--- config.mk ---
export PLATFORM = sky130hd
export DESIGN_NAME = wb_stage_flat
export DESIGN_NICKNAME = d
export VERILOG_FILES = /design/src/rtl/cpu_defs.sv /design/src/rtl/wb_stage_pkg.sv /design/src/rtl/wb_stage_if.sv /design/src/rtl/wb_stage_load_align.sv /design/src/rtl/wb_stage.sv /design/src/flat_wrapper.sv
export SDC_FILE = /design/constraint.sdc
export NUM_CORES = 1
export LEC_CHECK = 0
export CELL_PAD_IN_SITES_DETAIL_PLACEMENT = 0
export CELL_PAD_IN_SITES_GLOBAL_PLACEMENT = 2
export CORE_MARGIN = 1
export CORE_UTILIZATION = 24
export CTS_BUF_LIST = sky130_fd_sc_hd__clkbuf_4
export CTS_CLUSTER_SIZE = 14
export DETAILED_ROUTE_END_ITERATION = 16
export HOLD_SLACK_MARGIN = 0.03
export PLACE_DENSITY = 0.8
export SKIP_CTS_REPAIR_TIMING = 1
export SYNTH_ARGS = -nofsm -noshare
export SYNTH_HDL_FRONTEND = slang
export SYNTH_HIERARCHICAL = 1
export SYNTH_SLANG_ARGS = --single-unit
--- constraint.sdc ---
create_clock -name clk -period 2.1 [get_ports clk]
set_input_delay 0.42 -clock clk [delete_from_list [all_inputs] [get_ports clk]]
set_output_delay 0.42 -clock clk [all_outputs]
set_load 0.005 [all_outputs]
--- src/rtl/cpu_defs.sv ---
// Shared CPU definitions: datapath widths, load-op encodings and the reset PC default.
package cpu_defs;

  localparam int unsigned XLEN   = 32;
  localparam int unsigned REG_AW = 5;

  localparam logic [XLEN-1:0] RESET_PC_DEFAULT = 32'h0000_0000;

  typedef enum logic [2:0] {
    LD_NONE = 3'd0,
    LD_LB   = 3'd1,
    LD_LBU  = 3'd2,
    LD_LH   = 3'd3,
    LD_LHU  = 3'd4,
    LD_LW   = 3'd5,
    LD_LWL  = 3'd6,
    LD_LWR  = 3'd7
  } load_op_e;

endpackage

--- src/rtl/wb_stage_pkg.sv ---
// Write-back stage types: the record held between capture and retire.
package wb_stage_pkg;
  import cpu_defs::*;

  typedef struct packed {
    logic [XLEN-1:0]   pc;
    logic              gr_we;
    logic [REG_AW-1:0] dest;
    logic [XLEN-1:0]   data;
  } ws_rec_t;

endpackage

--- src/rtl/wb_stage_if.sv ---
// MEM -> WB handshake and record payload; master is the MEM stage, slave is WB.
interface wb_stage_if;
  import cpu_defs::*;

  logic              ms_valid;
  logic              ws_allowin;
  logic [XLEN-1:0]   ms_pc;
  logic              ms_gr_we;
  logic [REG_AW-1:0] ms_dest;
  logic [XLEN-1:0]   ms_result;
  logic [2:0]        ms_load_op;
  logic [XLEN-1:0]   ms_rdata;
  logic [XLEN-1:0]   ms_rt_value;

  modport master (
    output ms_valid, ms_pc, ms_gr_we, ms_dest, ms_result,
           ms_load_op, ms_rdata, ms_rt_value,
    input  ws_allowin
  );

  modport slave (
    input  ms_valid, ms_pc, ms_gr_we, ms_dest, ms_result,
           ms_load_op, ms_rdata, ms_rt_value,
    output ws_allowin
  );

endinterface

--- src/rtl/wb_stage_load_align.sv ---
// Load data extraction (little-endian). Define LWL_LWR_EN to enable lwl/lwr merging;
// otherwise those codes behave as lw.
module load_align
  import cpu_defs::*;
(
  input  logic [2:0]      load_op,
  input  logic [XLEN-1:0] result,
  input  logic [XLEN-1:0] rdata,
  input  logic [XLEN-1:0] rt_value,
  output logic [XLEN-1:0] data_c
);

  logic [1:0]  off_c;
  logic [7:0]  byte_c;
  logic [15:0] half_c;

  assign off_c = result[1:0];

`ifndef LWL_LWR_EN
  logic unused_rt_c;
  assign unused_rt_c = ^rt_value;
`endif

  always_comb begin
    byte_c = rdata[7:0];
    half_c = off_c[1] ? rdata[31:16] : rdata[15:0];
    data_c = result;
    case (off_c)
      2'd1:    byte_c = rdata[15:8];
      2'd2:    byte_c = rdata[23:16];
      2'd3:    byte_c = rdata[31:24];
      default: byte_c = rdata[7:0];
    endcase
    case (load_op_e'(load_op))
      LD_LB:  data_c = {{24{byte_c[7]}}, byte_c};
      LD_LBU: data_c = {24'h0, byte_c};
      LD_LH:  data_c = {{16{half_c[15]}}, half_c};
      LD_LHU: data_c = {16'h0, half_c};
      LD_LW:  data_c = rdata;
`ifdef LWL_LWR_EN
      // Unaligned word halves merged with the old rt value
      LD_LWL: begin
        case (off_c)
          2'd0:    data_c = {rdata[7:0],  rt_value[23:0]};
          2'd1:    data_c = {rdata[15:0], rt_value[15:0]};
          2'd2:    data_c = {rdata[23:0], rt_value[7:0]};
          default: data_c = rdata;
        endcase
      end
      LD_LWR: begin
        case (off_c)
          2'd0:    data_c = rdata;
          2'd1:    data_c = {rt_value[31:24], rdata[31:8]};
          2'd2:    data_c = {rt_value[31:16], rdata[31:16]};
          default: data_c = {rt_value[31:8],  rdata[31:24]};
        endcase
      end
`else
      LD_LWL, LD_LWR: data_c = rdata;
`endif
      default: data_c = result;
    endcase
  end

endmodule

--- src/rtl/wb_stage.sv ---
// Write-back stage: one record register, commit trace and retire counter.
// Optional lwl/lwr support is enabled by defining LWL_LWR_EN.
module wb_stage
  import cpu_defs::*;
  import wb_stage_pkg::*;
#(
  parameter logic [XLEN-1:0] RESET_PC = RESET_PC_DEFAULT
) (
  input  logic              clk,
  input  logic              reset,
  wb_stage_if.slave         ms,
  input  logic              ws_stall,
  output logic              rf_we,
  output logic [REG_AW-1:0] rf_waddr,
  output logic [XLEN-1:0]   rf_wdata,
  output logic              wb_valid,
  output logic [XLEN-1:0]   wb_pc,
  output logic [XLEN-1:0]   commit_cnt
);

  logic            ws_valid_q, ws_valid_d;
  ws_rec_t         rec_q, rec_d;
  logic [XLEN-1:0] commit_cnt_q, commit_cnt_d;
  logic [XLEN-1:0] align_data_c;
  logic            ready_go_c;
  logic            accept_c;

  load_align u_load_align (
    .load_op  (ms.ms_load_op),
    .result   (ms.ms_result),
    .rdata    (ms.ms_rdata),
    .rt_value (ms.ms_rt_value),
    .data_c   (align_data_c)
  );

  assign ready_go_c    = !ws_stall;
  assign ms.ws_allowin = !ws_valid_q || ready_go_c;
  assign accept_c      = ms.ms_valid && ms.ws_allowin;

  // A record still held while reset is asserted must never report or write
  assign wb_valid   = ws_valid_q && ready_go_c && !reset;
  assign rf_we      = wb_valid && rec_q.gr_we && (rec_q.dest != '0);
  assign rf_waddr   = rec_q.dest;
  assign rf_wdata   = rec_q.data;
  assign wb_pc      = rec_q.pc;
  assign commit_cnt = commit_cnt_q;

  always_comb begin
    ws_valid_d   = ws_valid_q;
    rec_d        = rec_q;
    commit_cnt_d = commit_cnt_q;
    if (accept_c) begin
      ws_valid_d  = 1'b1;
      rec_d.pc    = ms.ms_pc;
      rec_d.gr_we = ms.ms_gr_we;
      rec_d.dest  = ms.ms_dest;
      rec_d.data  = align_data_c;
    end else if (wb_valid) begin
      ws_valid_d = 1'b0;
    end
    if (wb_valid) begin
      commit_cnt_d = commit_cnt_q + 32'd1;
    end
  end

  always_ff @(posedge clk) begin
    if (reset) begin
      ws_valid_q   <= 1'b0;
      rec_q        <= '{pc: RESET_PC, gr_we: 1'b0, dest: '0, data: '0};
      commit_cnt_q <= '0;
    end else begin
      ws_valid_q   <= ws_valid_d;
      rec_q        <= rec_d;
      commit_cnt_q <= commit_cnt_d;
    end
  end

endmodule

--- src/flat_wrapper.sv ---
// flat-port wrapper written by rule: the top's interface ports become plain ports
module wb_stage_flat import cpu_defs::*; import wb_stage_pkg::*;
#(
  parameter logic [XLEN-1:0] RESET_PC = RESET_PC_DEFAULT
)
  (clk, reset, ws_stall, rf_we, rf_waddr, rf_wdata, wb_valid, wb_pc, commit_cnt, ms_ms_valid, ms_ms_pc, ms_ms_gr_we, ms_ms_dest, ms_ms_result, ms_ms_load_op, ms_ms_rdata, ms_ms_rt_value, ms_ws_allowin);
  wb_stage_if ms_i ();
  input  logic clk;
  input  logic reset;
  input  logic ws_stall;
  output logic rf_we;
  output logic [REG_AW-1:0] rf_waddr;
  output logic [XLEN-1:0] rf_wdata;
  output logic wb_valid;
  output logic [XLEN-1:0] wb_pc;
  output logic [XLEN-1:0] commit_cnt;
  input wire logic [$bits(ms_i.ms_valid)-1:0] ms_ms_valid;
  input wire logic [$bits(ms_i.ms_pc)-1:0] ms_ms_pc;
  input wire logic [$bits(ms_i.ms_gr_we)-1:0] ms_ms_gr_we;
  input wire logic [$bits(ms_i.ms_dest)-1:0] ms_ms_dest;
  input wire logic [$bits(ms_i.ms_result)-1:0] ms_ms_result;
  input wire logic [$bits(ms_i.ms_load_op)-1:0] ms_ms_load_op;
  input wire logic [$bits(ms_i.ms_rdata)-1:0] ms_ms_rdata;
  input wire logic [$bits(ms_i.ms_rt_value)-1:0] ms_ms_rt_value;
  output wire logic [$bits(ms_i.ws_allowin)-1:0] ms_ws_allowin;
  assign ms_i.ms_valid = ms_ms_valid;
  assign ms_i.ms_pc = ms_ms_pc;
  assign ms_i.ms_gr_we = ms_ms_gr_we;
  assign ms_i.ms_dest = ms_ms_dest;
  assign ms_i.ms_result = ms_ms_result;
  assign ms_i.ms_load_op = ms_ms_load_op;
  assign ms_i.ms_rdata = ms_ms_rdata;
  assign ms_i.ms_rt_value = ms_ms_rt_value;
  assign ms_ws_allowin = ms_i.ws_allowin;
  wb_stage #(.RESET_PC(RESET_PC)) u_core (.clk(clk), .reset(reset), .ms(ms_i), .ws_stall(ws_stall), .rf_we(rf_we), .rf_waddr(rf_waddr), .rf_wdata(rf_wdata), .wb_valid(wb_valid), .wb_pc(wb_pc), .commit_cnt(commit_cnt));
endmodule
### After elaboration in Yosys (flattened, before gate mapping)

Cells that the tools add are included.

* add/sub/neg operators: 1
* mux-type cells: 5
* eq/ne operators: 10
* reductions and logical operators: 12

Operators by type and width (count)
* 32-bit case mux with 5 select lines: 1
* 32-bit by 1-bit adder with 32-bit output, second input constant: 1
* 8-bit case mux with 3 select lines: 1
* 16-bit two-way mux: 1
* 3-bit == test, second input constant: 4
* 3-bit by 2-bit == test with 1-bit output, second input constant: 2
* 1-bit logical AND: 5
* 5-bit nonzero test: 1
* 2-bit == test, second input constant: 2
* 3-bit by 1-bit == test with 1-bit output, second input constant: 1
* 1-bit logical NOT: 3
* 3-bit OR reduction: 1
* 2-bit by 1-bit == test with 1-bit output, second input constant: 1
* 1-bit two-way mux: 2
* 2-bit nonzero test: 1
* 1-bit logical OR: 1

* output and inout bits: 104
* flip-flop bits (word level): 103

### Logic depth before layout (Yosys ltp)

* depth after elaboration: 5
* gate-level depth with buffers: 8
* gate-level depth less buffers: 6

### Cells and area by module

The synthesis kept the hierarchy.

By module, submodules not included
* wb_stage: sequential area each 2062.0 sq um, instances 1, area an instance 4549.4 sq um, cells each 561
* load_align: sequential area each 0.0 sq um, instances 1, area an instance 1283.7 sq um, cells each 205

### Least setup slack after synthesis

OpenSTA, ideal clock, no wires.

* path kind: input to register
* start: input ms_ms_load_op[0]
* end: register u_core.rec_q (netlist bit u_core/rf_wdata[1])
* buffers on the path: 1
* stages on the path: 7
* path slack: 0.235 ns
* data arrival time: 1.732 ns
* path through: clkbuf_1 nor3b_1 mux2_2 a22oi_1 o21ai_0 nand2_1 a21oi_1

* word-level cells in the longest chain between the ends: 3
* elaborated cells between the ends (all ways): 9
* classes of those cells: eq/ne (7); mux (1); reduce/logical (1)

RTL lines
* start: declaration: line flat_wrapper.sv:22 `input wire logic [$bits(ms_i.ms_load_op)-1:0] ms_ms_load_op;`
* 3-bit == test: line wb_stage_load_align.sv:34 `case (load_op_e'(load_op))`
* 3-bit OR reduction (no source line)
* 32-bit case mux with 5 select lines (*): line wb_stage_load_align.sv:34
* net u_core.align_data_c[1]: line wb_stage.sv:24 `logic [XLEN-1:0] align_data_c;`
* end signal: assignment: line wb_stage.sv:69 `rec_q <= '{pc: RESET_PC, gr_we: 1'b0, dest: '0, data: '0};`
* end signal: assignment: line wb_stage.sv:73 `rec_q <= rec_d;`
* end: declaration: line wb_stage.sv:22 `ws_rec_t rec_q, rec_d;`

Mark *: on every way through the listed nets, which the timed path passes. The rest lies on a longest branch.
A chain may end at the register's enable or synchronous reset.

### Final worst setup path

* start: register u_core.commit_cnt_q[6] (netlist: u_core/commit_cnt[6])
* end: output commit_cnt[6]

RTL lines
* start: declaration: line wb_stage.sv:23 `logic [XLEN-1:0] commit_cnt_q, commit_cnt_d;`
* start signal: assignment: line wb_stage.sv:74 `commit_cnt_q <= commit_cnt_d;`
* end: declaration: line flat_wrapper.sv:16 `output logic [XLEN-1:0] commit_cnt;`

No word-level cell between the ends.

==> results.toml <==
[status]
status = "finished clean"

[route]
dr.pass1.iters = 4
wl_mm = 20.1
drc = 0
vias = 5799
viasPerCell = 4.59
drtAntennaViolNets = 0
initialDrtViolationCount = 293
wl_per_cell_um = 15.9

[yosys]
synth_cells = 766
yosysWarnings = 6
synth-edff-count = 0
ys_types = 58
synth-seq-cells = 103
syn_area_sq_mm = 0.00583
synthArstFlopShare_pct = 0
ys_seq_area_share_pct = 35.3
syn_area_per_cell_sq_um = 7.62
ys.flop_type = "dfxtp_1"
synth_nets = 908

[timing]
hold_slack_ps = 438
clock_skew_ps = 34.2
finalMaxSlewViolations = 0
setup_viol = 0
max_freq_mhz = 501
fin_crit_sh_pct = 95.0
period_needed_ps = 1990
finalHoldViolations = 0
tightest_slew_ps = 828
relSlewSlack_pct = 44.8
postLayoutSetupSlackWorst_ps = 106

[grt]
gr-total-overflow = 0
use_met2_pct = 25.5
grtUsageMet3_pct = 3.83
grt.busiest_layer = "met2"
use_met1_pct = 20.9
grt_pass1_wl_mm = 30.3
antenna_found_initial = 3
grt_pass1_vias = 5351
grt_usage_pct = 15.8
grt_max_degree = 75

[pwr]
power.density_mw_per_mm2 = 505
vdd_drop_max_mv = 0.213
total_power_mw = 4.23
leakage_nw = 3.15

[layout]
layout-drive-gt1-share_pct = 13.4
final_util_pct = 35.3
nets = 1080
layout_commonest_cell = "clkdlybuf4s50_1"
instances_no_fill = 1264
area_growth_pct = 43.5
most-common-layout-cells = "clkdlybuf4s50_1, nand2_1, dfxtp_1"

[run]
maxCapViolations = 0

[place]
post-place-ws_ps = -329
place.gp.congestion = 0.877
numPortBuffers = 212
dp.cells = 1246
hpwl_mm = 14.8

[worst_setup_path]
cp.required_ps = 1680
regToRegSetupSlack_ps = 270
reg2reg_from = "u_core/commit_cnt[8]"
critPathKind = "reg2out"
crit_path_end_kind = "primary output"
crit_start = "u_core/commit_cnt[6]"
max_stage_delay_ps = 520
path_max_fanout = 5
crit_arrival_ps = 1570
slowest_stage = "clkdlybuf4s50_1"
worst_setup_path_start_kind = "flop"
crit_chain = "buf_4 -> clkdlybuf4s50_1"

[clock_tree]
htreeDepth = 3
cts_buffer_depth = 2
cts_buffers = 9
cts_num_sinks = 103
clockRootBuffer = "clkbuf_4"
cts_tree = "built"
clk_pin_slew_ps = 220
clk_latency_ps = 520

[die]
start_util_pct = 24.6
core_sq_mm = 0.0237
die_x_um = 158
dieArea_sq_mm = 0.0249
ioPinCount = 245
rows = 56
die-height_um = 158

[hold_path]
hp-start = "ms_ms_pc[13]"
hold_class = "in2reg"
## synth_stat cells (5+ instances only)
cell type	instances	area share, %
o221ai_1	16	2.4
nand3_1	12	1.0
xnor2_1	7	1.1
nor2_1	48	3.1
nor2b_1	13	1.4
clkbuf_1	42	2.7
nand4_1	13	1.4
and3_1	7	0.75
buf_4	71	9.1
mux2i_1	9	1.5
mux2_2	13	2.5
o21ai_0	16	1.4
nand2_1	192	12
a21o_1	5	0.64
nor3_1	9	0.77
inv_1	8	0.51
a21oi_1	96	8.2
dfxtp_1	103	35
a32oi_1	8	1.2
a31oi_1	5	0.54
## worst max-delay path: cells and delay by family, from the launching register on
kind / cells / cell delay [ps]
flip-flops: 1 / 400
buffers and inverters: 2 / 660
## final timing paths
path / to / depth (start not counted)
setup / recovery: commit_cnt[6] / 2
hold / removal: u_core/wb_pc[13] / 3
setup reg to reg: u_core/commit_cnt[16] / 4
hold reg to reg: u_core/wb_pc[27] / 2
## stage by stage
step                      TNS, ps  instance area (sq um)
final                           0                   8370
after global routing        -2.44                   8370
after CTS                    -731                   8340
after detailed placement   -10080                   8180
after global placement      -9690                   8180
after floorplan                 0                   5830
## report_power, final
group,internal [mW],switching [mW],total [mW]
sequential,2.04,0.0460,2.09
combinational,0.559,0.452,1.01
clock,0.294,0.837,1.13
## kinds of logic (layout without fill, tap and decap cells)
kind of cell / count (synthesis) / after routing / share of synthesized area, %
buffers and inverters: 128 / 305 / 13.3
and+or+nand+nor: 320 / 320 / 24.6
other: 0 / 2 / 0
xor gates and xnor gates: 11 / 11 / 1.65
adders and majority gates: 1 / 1 / 0.214
AOI/OAI and AO/OA: 176 / 176 / 18.8
muxes: 27 / 27 / 6.05
DFF: 103 / 103 / 35.3
## routing by layer
layer	vias to the layer above	wire length, um
li1	2926	-
met1	2702	9240
met2	155	9450
met3	14	1180
met4	2	195
met5	-	13
## state kept, by name, summed over array words and instances, names as in the netlist
name,flops
u_core/commit_cnt,32
u_core/rf_wdata,32
u_core/wb_pc,32
u_core/rf_waddr,5
u_core/rec_q,1
u_core/ws_valid_q,1
## final cells by class
class	instances	area [sq um]
repair buffers	281	2700
multi-input cells	535	3020
clock buffers	9	67.6
well taps	319	399
diodes	2	5.00
flip-flops and latches	103	2070
inverters	8	30.0
fillers	2604	15300
clock inverters	7	88.8
Note: power is estimated with default switching activity, not from simulation.
